### config.mk
export PLATFORM = sky130hd
export DESIGN_NAME = proc_control
export DESIGN_NICKNAME = d
export VERILOG_FILES = /design/src/rtl/proc_control.sv
export SDC_FILE = /design/constraint.sdc
export NUM_CORES = 1
export LEC_CHECK = 0
export BUFFER_PORTS_ARGS = -buffer_cell sky130_fd_sc_hd__buf_2
export CAP_MARGIN = 40
export CORE_MARGIN = 4
export CORE_UTILIZATION = 40
export DETAILED_ROUTE_END_ITERATION = 7
export PLACE_DENSITY_LB_ADDON = 0.12
export SLEW_MARGIN = 30
export SYNTH_ARGS = -nofsm -noshare
export SYNTH_HDL_FRONTEND = slang
export SYNTH_SLANG_ARGS = --single-unit
### constraint.sdc
create_clock -name Clock -period 1.3 [get_ports Clock]
set_input_delay 0.13 -clock Clock [delete_from_list [all_inputs] [get_ports Clock]]
set_output_delay 0.13 -clock Clock [all_outputs]
set_load 0.02 [all_outputs]
### src/rtl/proc_control.sv
// ---------------------------------------------------------------------------
// proc_control
//
// Control sequencer for the simple 9-bit processor. It fetches an
// instruction word from DIN in step T0. It then walks through steps T1..T3
// and drives the register-select codes for the Rin/Rout 3-to-8 decoders
// and the datapath strobes for A, G, the adder/subtractor and the DIN mux.
//
// Instruction word layout (MSB first):
//   [DATA_W-1 -: 3] opcode, [DATA_W-4 -: 3] X, [DATA_W-7 -: 3] Y
//   000 mv Rx,Ry | 001 mvi Rx,#D | 010 add Rx,Ry | 011 sub Rx,Ry
//   100..111 reserved (treated as a single-step no-op)
//
// Ports:
//   Clock   in   rising-edge clock
//   Resetn  in   asynchronous active-low reset
//   Run     in   start request, only looked at in T0
//   DIN     in   instruction word (T0) / immediate data (T1 of mvi)
//   Xsel    out  register code to the Rin decoder (000 when XselEn = 0)
//   XselEn  out  Rin decoder enable
//   Ysel    out  register code to the Rout decoder (000 when YselEn = 0)
//   YselEn  out  Rout decoder enable
//   IRin    out  IR load strobe (IR itself lives in here)
//   DINout  out  drive DIN onto the bus
//   Ain     out  load A from the bus
//   Gin     out  load G from the adder
//   Gout    out  drive G onto the bus
//   AddSub  out  0 = add, 1 = subtract
//   Done    out  last step of the current instruction
//   Tstep   out  current time step (0..3)
// ---------------------------------------------------------------------------
module proc_control #(
    parameter int DATA_W = 9
) (
    input  logic              Clock,
    input  logic              Resetn,
    input  logic              Run,
    input  logic [DATA_W-1:0] DIN,
    output logic [2:0]        Xsel,
    output logic              XselEn,
    output logic [2:0]        Ysel,
    output logic              YselEn,
    output logic              IRin,
    output logic              DINout,
    output logic              Ain,
    output logic              Gin,
    output logic              Gout,
    output logic              AddSub,
    output logic              Done,
    output logic [1:0]        Tstep
);

    typedef enum logic [1:0] {
        T0 = 2'd0,
        T1 = 2'd1,
        T2 = 2'd2,
        T3 = 2'd3
    } tstep_t;

    localparam logic [2:0] OP_MV  = 3'b000;
    localparam logic [2:0] OP_MVI = 3'b001;
    localparam logic [2:0] OP_ADD = 3'b010;
    localparam logic [2:0] OP_SUB = 3'b011;

    tstep_t            tState;
    logic [DATA_W-1:0] irReg;

    logic [2:0] opcode;
    logic [2:0] xField;
    logic [2:0] yField;
    logic       isAddSub;

    // Field extraction from the held instruction word
    assign opcode   = irReg[DATA_W-1 -: 3];
    assign xField   = irReg[DATA_W-4 -: 3];
    assign yField   = irReg[DATA_W-7 -: 3];
    assign isAddSub = (opcode == OP_ADD) || (opcode == OP_SUB);

    // Step register and instruction register. T0 waits for Run and latches
    // the instruction; add/sub run through T3, all other opcodes end in T1.
    // A T2/T3 reached with a non-add/sub IR (not normally reachable) simply
    // falls back to T0.
    always_ff @(posedge Clock or negedge Resetn) begin
        if (!Resetn) begin
            tState <= T0;
            irReg  <= '0;
        end else begin
            case (tState)
                T0: begin
                    if (Run) begin
                        irReg  <= DIN;
                        tState <= T1;
                    end
                end
                T1: tState <= isAddSub ? T2 : T0;
                T2: tState <= isAddSub ? T3 : T0;
                T3: tState <= T0;
                default: tState <= T0;
            endcase
        end
    end

    logic [2:0] xCode;
    logic [2:0] yCode;
    logic       xEnable;
    logic       yEnable;

    // Output decode from the current step and the held instruction. Only
    // IRin also looks at Run, and it is gated by Resetn so it stays low
    // while reset is held. The decoder codes are zeroed whenever their
    // enable is low, so the decoders see a clean 000.
    always_comb begin
        xCode   = 3'b000;
        yCode   = 3'b000;
        xEnable = 1'b0;
        yEnable = 1'b0;
        IRin    = 1'b0;
        DINout  = 1'b0;
        Ain     = 1'b0;
        Gin     = 1'b0;
        Gout    = 1'b0;
        AddSub  = 1'b0;
        Done    = 1'b0;

        case (tState)
            T0: begin
                IRin = Run & Resetn;
            end
            T1: begin
                case (opcode)
                    OP_MV: begin
                        yCode   = yField;
                        yEnable = 1'b1;
                        xCode   = xField;
                        xEnable = 1'b1;
                        Done    = 1'b1;
                    end
                    OP_MVI: begin
                        DINout  = 1'b1;
                        xCode   = xField;
                        xEnable = 1'b1;
                        Done    = 1'b1;
                    end
                    OP_ADD, OP_SUB: begin
                        // First operand Rx goes over the bus into A
                        yCode   = xField;
                        yEnable = 1'b1;
                        Ain     = 1'b1;
                    end
                    default: begin
                        Done = 1'b1;
                    end
                endcase
            end
            T2: begin
                if (isAddSub) begin
                    yCode   = yField;
                    yEnable = 1'b1;
                    Gin     = 1'b1;
                    AddSub  = opcode[0];
                end
            end
            T3: begin
                if (isAddSub) begin
                    Gout    = 1'b1;
                    xCode   = xField;
                    xEnable = 1'b1;
                    Done    = 1'b1;
                end
            end
            default: begin
                xCode = 3'b000;
            end
        endcase
    end

    // Final decoder-facing outputs
    assign Xsel   = xEnable ? xCode : 3'b000;
    assign XselEn = xEnable;
    assign Ysel   = yEnable ? yCode : 3'b000;
    assign YselEn = yEnable;
    assign Tstep  = tState;

    // Bus and register-write exclusivity
    xselAinExclusive : assert property (@(posedge Clock) disable iff (!Resetn)
        !(XselEn && Ain));
    goutDinExclusive : assert property (@(posedge Clock) disable iff (!Resetn)
        !(Gout && DINout));

endmodule

# Word level (Yosys, flattened, before mapping)
# Cells that the tools add are included.
# Widths: inputs -> output; s select.
# op_classes
n_addsub	0
multipliers	0
div_mod_pow	0
magnitude_cmp	0
n_eq_ne	7
n_shift	0
n_mux	28
bitwise	1
n_reduce_logical	7
# ops
cell	n
$pmux 3 s2	3
$mux 3	5
$mux 1	13
$pmux 2 s4	1
$eq 3x2->1 const B	2
$mux 2	3
$pmux 1 s2	3
$eq 2x2->1 const B	2
$reduce_or 2->1	2
$eq 3x1->1 const B	1
$logic_not 3->1	1
$reduce_or 3->1	1
$eq 2x1->1 const B	1
$logic_not 2->1	1
$ne 2x2->1 const B	1
$reduce_and 2->1	1
$and 1x1->1	1
$logic_or 1x1->1	1
# totals
regBits	11
latchBits	0
mem_bits_rw	0
romBits	0
in_bits	12
output_inout_bits	17
memories	0

# Logic depth before layout (Yosys ltp)
# depth
word_depth	5
ltp_mapped	6
depth_no_buf	5

# Worst setup path before layout
# OpenSTA, ideal clock, no wires.
# synth_timing
path_kind	register -> output
from	register tState[1], in the netlist Tstep[1]
to	output Ysel[0]
t_arrival_ns	1.744
required_ns	1.170
path_slack_ns	-0.574
stages_incl_launch_ff	7
path_buffers	1
cell_sequence	dfrtp_1 inv_1 ha_1 and3b_1 clkbuf_2 nand2_1 a211oi_1
# synth_between
elab_chain_cells	3
# synth_rtl
element	line_no	source
start, declared	65	tstep_t tState;
start signal, assigned	95	T1: tState <= isAddSub ? T2 : T0;
start signal, assigned	96	T2: tState <= isAddSub ? T3 : T0;
$eq 2x2->1 / $eq 2x1->1 (equally long branches)	125	case (tState)
$pmux 3 s2 / $pmux 1 s2 (equally long branches)	125	
$mux 3 *	180	assign Ysel = yEnable ? yCode : 3'b000;
end, declared	41	output logic [2:0] Ysel,
# Mark *: on every way between the ends. The rest lies on a longest branch, timed or not.

# Final worst setup path
# layout_timing
from	register tState[0], in the netlist Tstep[0]
to	output Ysel[2]
# Same word-level chain as after synthesis.

==> metrics.md <==
| Metric | Value |
|---|---|
| CTS Buffer Depth | `2` |
| Setup violators final | `26` |
| CTS tree | `done` |
| HP Start | `DIN[3]` |
| Final ANT Viol Nets | `0` |
| Power density over cell area | `2720 nW/um2` |
| Setup WS pre-CTS | `-0.305 ns` |
| Asr flop ratio synth | `100%` |
| Outcome | `complete, but fails checks` |
| CP endpoint kind | `primary output` |
| Worst reg2reg startpoint | `Tstep[0]` |
| # fillers | `62` |
| GPL Wtd Cong | `0.743` |
| H-tree depth | `1` |
| Placed cell count | `115` |
| Reg2reg setup slack | `-0.14 ns` |
| Nets | `136` |
| DR vias/cell | `5.17` |
| CP required | `1.17 ns` |
| P&R area growth vs syn | `113%` |
| Relative slew slack | `77.2%` |
| DP HPWL | `1310 um` |
| Failing checks | `negative setup slack` |
| Drt first-iter violations | `5` |
| Maximum clock frequency | `533 MHz` |
| Hold endpoint | `irReg[3]` |
| Top cells by area, synth | `dfrtp_1, mux2_2, ha_1` |
| Number of synthesized flops with an enable pin | `0` |
| Row count | `14` |
| Number of global-route vias before repair | `690` |
| R2R depth | `6` |
| Post-synthesis cell area | `662 um2` |
| Post-synth top cells | `dfrtp_1, mux2_2, and2_1, nand2_1, nor2_1` |
| First-pass GRT wire length | `3010 um` |
| Worst-path clk slew | `0.07 ns` |
| WP data arrival | `1.75 ns` |
| Initial antenna violation count | `0` |
| Count leader, synth | `dfrtp_1` |
| Total Die Area | `2370 um2` |
| Sequential area share after synthesis | `41.6%` |
| Reg-to-reg endpoint | `irReg[7]` |
| Final hold viol count | `0` |
| Routed WL | `2780 um` |
| Pwr Total | `3.83 mW` |
| HP Class | `primary input to flip-flop` |
| Element type at the critical path start | `flip-flop` |
| Initial cell density of the core | `42.9%` |
| Io pins | `29` |
| Mapped Cells | `62` |
| RSZ-0062 raised after global routing | `true` |
| PortBufs | `28` |
| Largest net degree at the start of global routing | `12` |
| CP max FO | `4` |
| DR vias | `698` |
| CTS Buf Count | `3` |
| Total track usage | `16.2%` |
| Maximum VDD drop | `2.10 mV` |
| Leakage power figure | `0.660 nW` |
| Die W | `48.7 um` |
| Share of cells above drive strength 1 | `86.6%` |
| Die height | `48.7 um` |
| Overflow after GRT | `0` |
| Root buffer cell | `clkbuf_4` |
| Dominant cell type by area after synthesis | `dfrtp_1` |
| Residual DRC count | `0` |
| Worst Hold Depth | `2` |
| Syn nets | `78` |
| Core area | `1540 um2` |
| Setup ws final | `-0.577 ns` |
| Number of synthesized register bits | `11` |
| Clock Skew | `0.00503 ns` |
| Syn Area/Cell | `10.7 um2` |
| Num Clock Sinks | `11` |
| Post-synth cell types | `21` |
| Avg WL per Cell | `20.6 um` |
| CP Class | `flip-flop to primary output` |
| Final Instance Count excl. Fillers | `135` |
| Skew-Pair Late Insertion Delay | `0.27 ns` |
| Least-Margin Pin Slew | `0.340 ns` |
| Max-cap viol count | `0` |
| Min Tclk post-route | `1.88 ns` |
| Final period utilization | `144%` |
| Worst Setup SP | `Tstep[0]` |
| DRT Pass-1 Iters | `4` |
| Diode count | `0` |
| Max Slew Vio Count | `0` |
| Top_reg_cell synth | `dfrtp_1` |
| Synth warn | `0` |
| Yosys top cell area share | `41.6%` |
-- registers in the layout, indices dropped and copies added, names as in the netlist --
| register | flops |
|---|---|
| irReg | 9 |
| Tstep | 2 |
-- cell usage in the layout, fill, tap and decap left out --
master / netlist / routed
dfrtp_1: 11 / 7
nand2b_4: 0 / 2
nor2_4: 0 / 1
nor2_2: 0 / 1
nand2_8: 0 / 2
ha_4: 0 / 3
mux2i_2: 0 / 1
a21oi_1: 1 / 1
ha_2: 0 / 1
clkbuf_4: 0 / 3
o22ai_1: 1 / 1
buf_4: 0 / 16
and2_2: 0 / 1
nor2b_4: 0 / 1
nand2_2: 0 / 3
inv_2: 0 / 2
buf_6: 1 / 24
mux2_4: 0 / 10
dfrtp_2: 0 / 4
buf_2: 0 / 13
dlygate4sd3_1: 0 / 1
and3b_2: 0 / 2
nor4b_4: 0 / 1
a22oi_2: 0 / 1
nand2_1: 5 / 1
o21ai_2: 0 / 3
a211oi_4: 0 / 3
and3_1: 1 / 1
clkbuf_1: 0 / 1
nor2_1: 5 / 3
and2_4: 0 / 4
nor3b_4: 0 / 1
-- cell families after synthesis --
| kind of cell | share of synthesized area [%] |
|---|---|
| AOI/OAI and AO/OA | 8.51 |
| buffers and inverters | 3.59 |
| muxes | 18.5 |
| adders and majority gates | 7.56 |
| and+or+nand+nor | 20.2 |
| DFF | 41.6 |
-- repair_timing --
action,4_1_cts,5_1_grt
pin swaps,5,10
buffers inserted,5,11
endpoints found under the setup margin,26,27
cloned,0,1
hold buffers,1,0
resized for setup,46,27
hold endpoints to repair,11,0
-- critical path, stage by stage, from the launching register on --
cell and delay (ns):
dfrtp_2 0.45, inv_2 0.09, ha_2 0.19, and3b_2 0.27
o21ai_2 0.10, a211oi_4 0.23, buf_6 0.15
-- where the power goes --
part | switching [mW] | internal [mW] | leakage (nW) | total, mW
Sequential | 0.251 | 0.530 | 0.126 | 0.781
Clock | 0.113 | 0.119 | 0.0150 | 0.233
Combinational | 1.26 | 1.56 | 0.519 | 2.82
-- layout make-up --
class / count / area (um2) / area share [%]
multi-input cells: 48 / 608 / 43.2
repair buffers: 54 / 465 / 33.1
flip-flops and latches: 11 / 280 / 19.9
clock buffers: 4 / 26.3 / 1.87
well taps: 16 / 20.0 / 1.42
inverters: 2 / 7.51 / 0.533
-- routing by layer --
layer	global-route usage (%)	wire length, um
met4	8.07	36
met2	29.3	1500
met5	0	0
met1	17.7	1150
met3	2.76	95
-- worst max path at each step --
stage                    to  cells after the start
floorplan           Ysel[0]                      6
global placement    Ysel[1]                      6
detailed placement  Ysel[1]                      6
CTS                 Ysel[1]                      6
global route        Ysel[2]                      6
finish              Ysel[2]                      6
-- stage by stage --
step	utilization (%)	setup TNS (ns)	hold WS (ns)	instance area [um2]
2_1_floorplan	-	-2.24	-0.166	772
5_1_grt	91.3	-9.17	0.0679	1410
6_report	91.3	-7.54	0.0827	1410
3_5_place_dp	64.2	-2.78	0.0775	990
4_1_cts	78.7	-6.83	0.0841	1210
3_3_place_gp	64.2	-2.44	0.0668	990
Note: power is estimated with default switching activity, not from simulation.
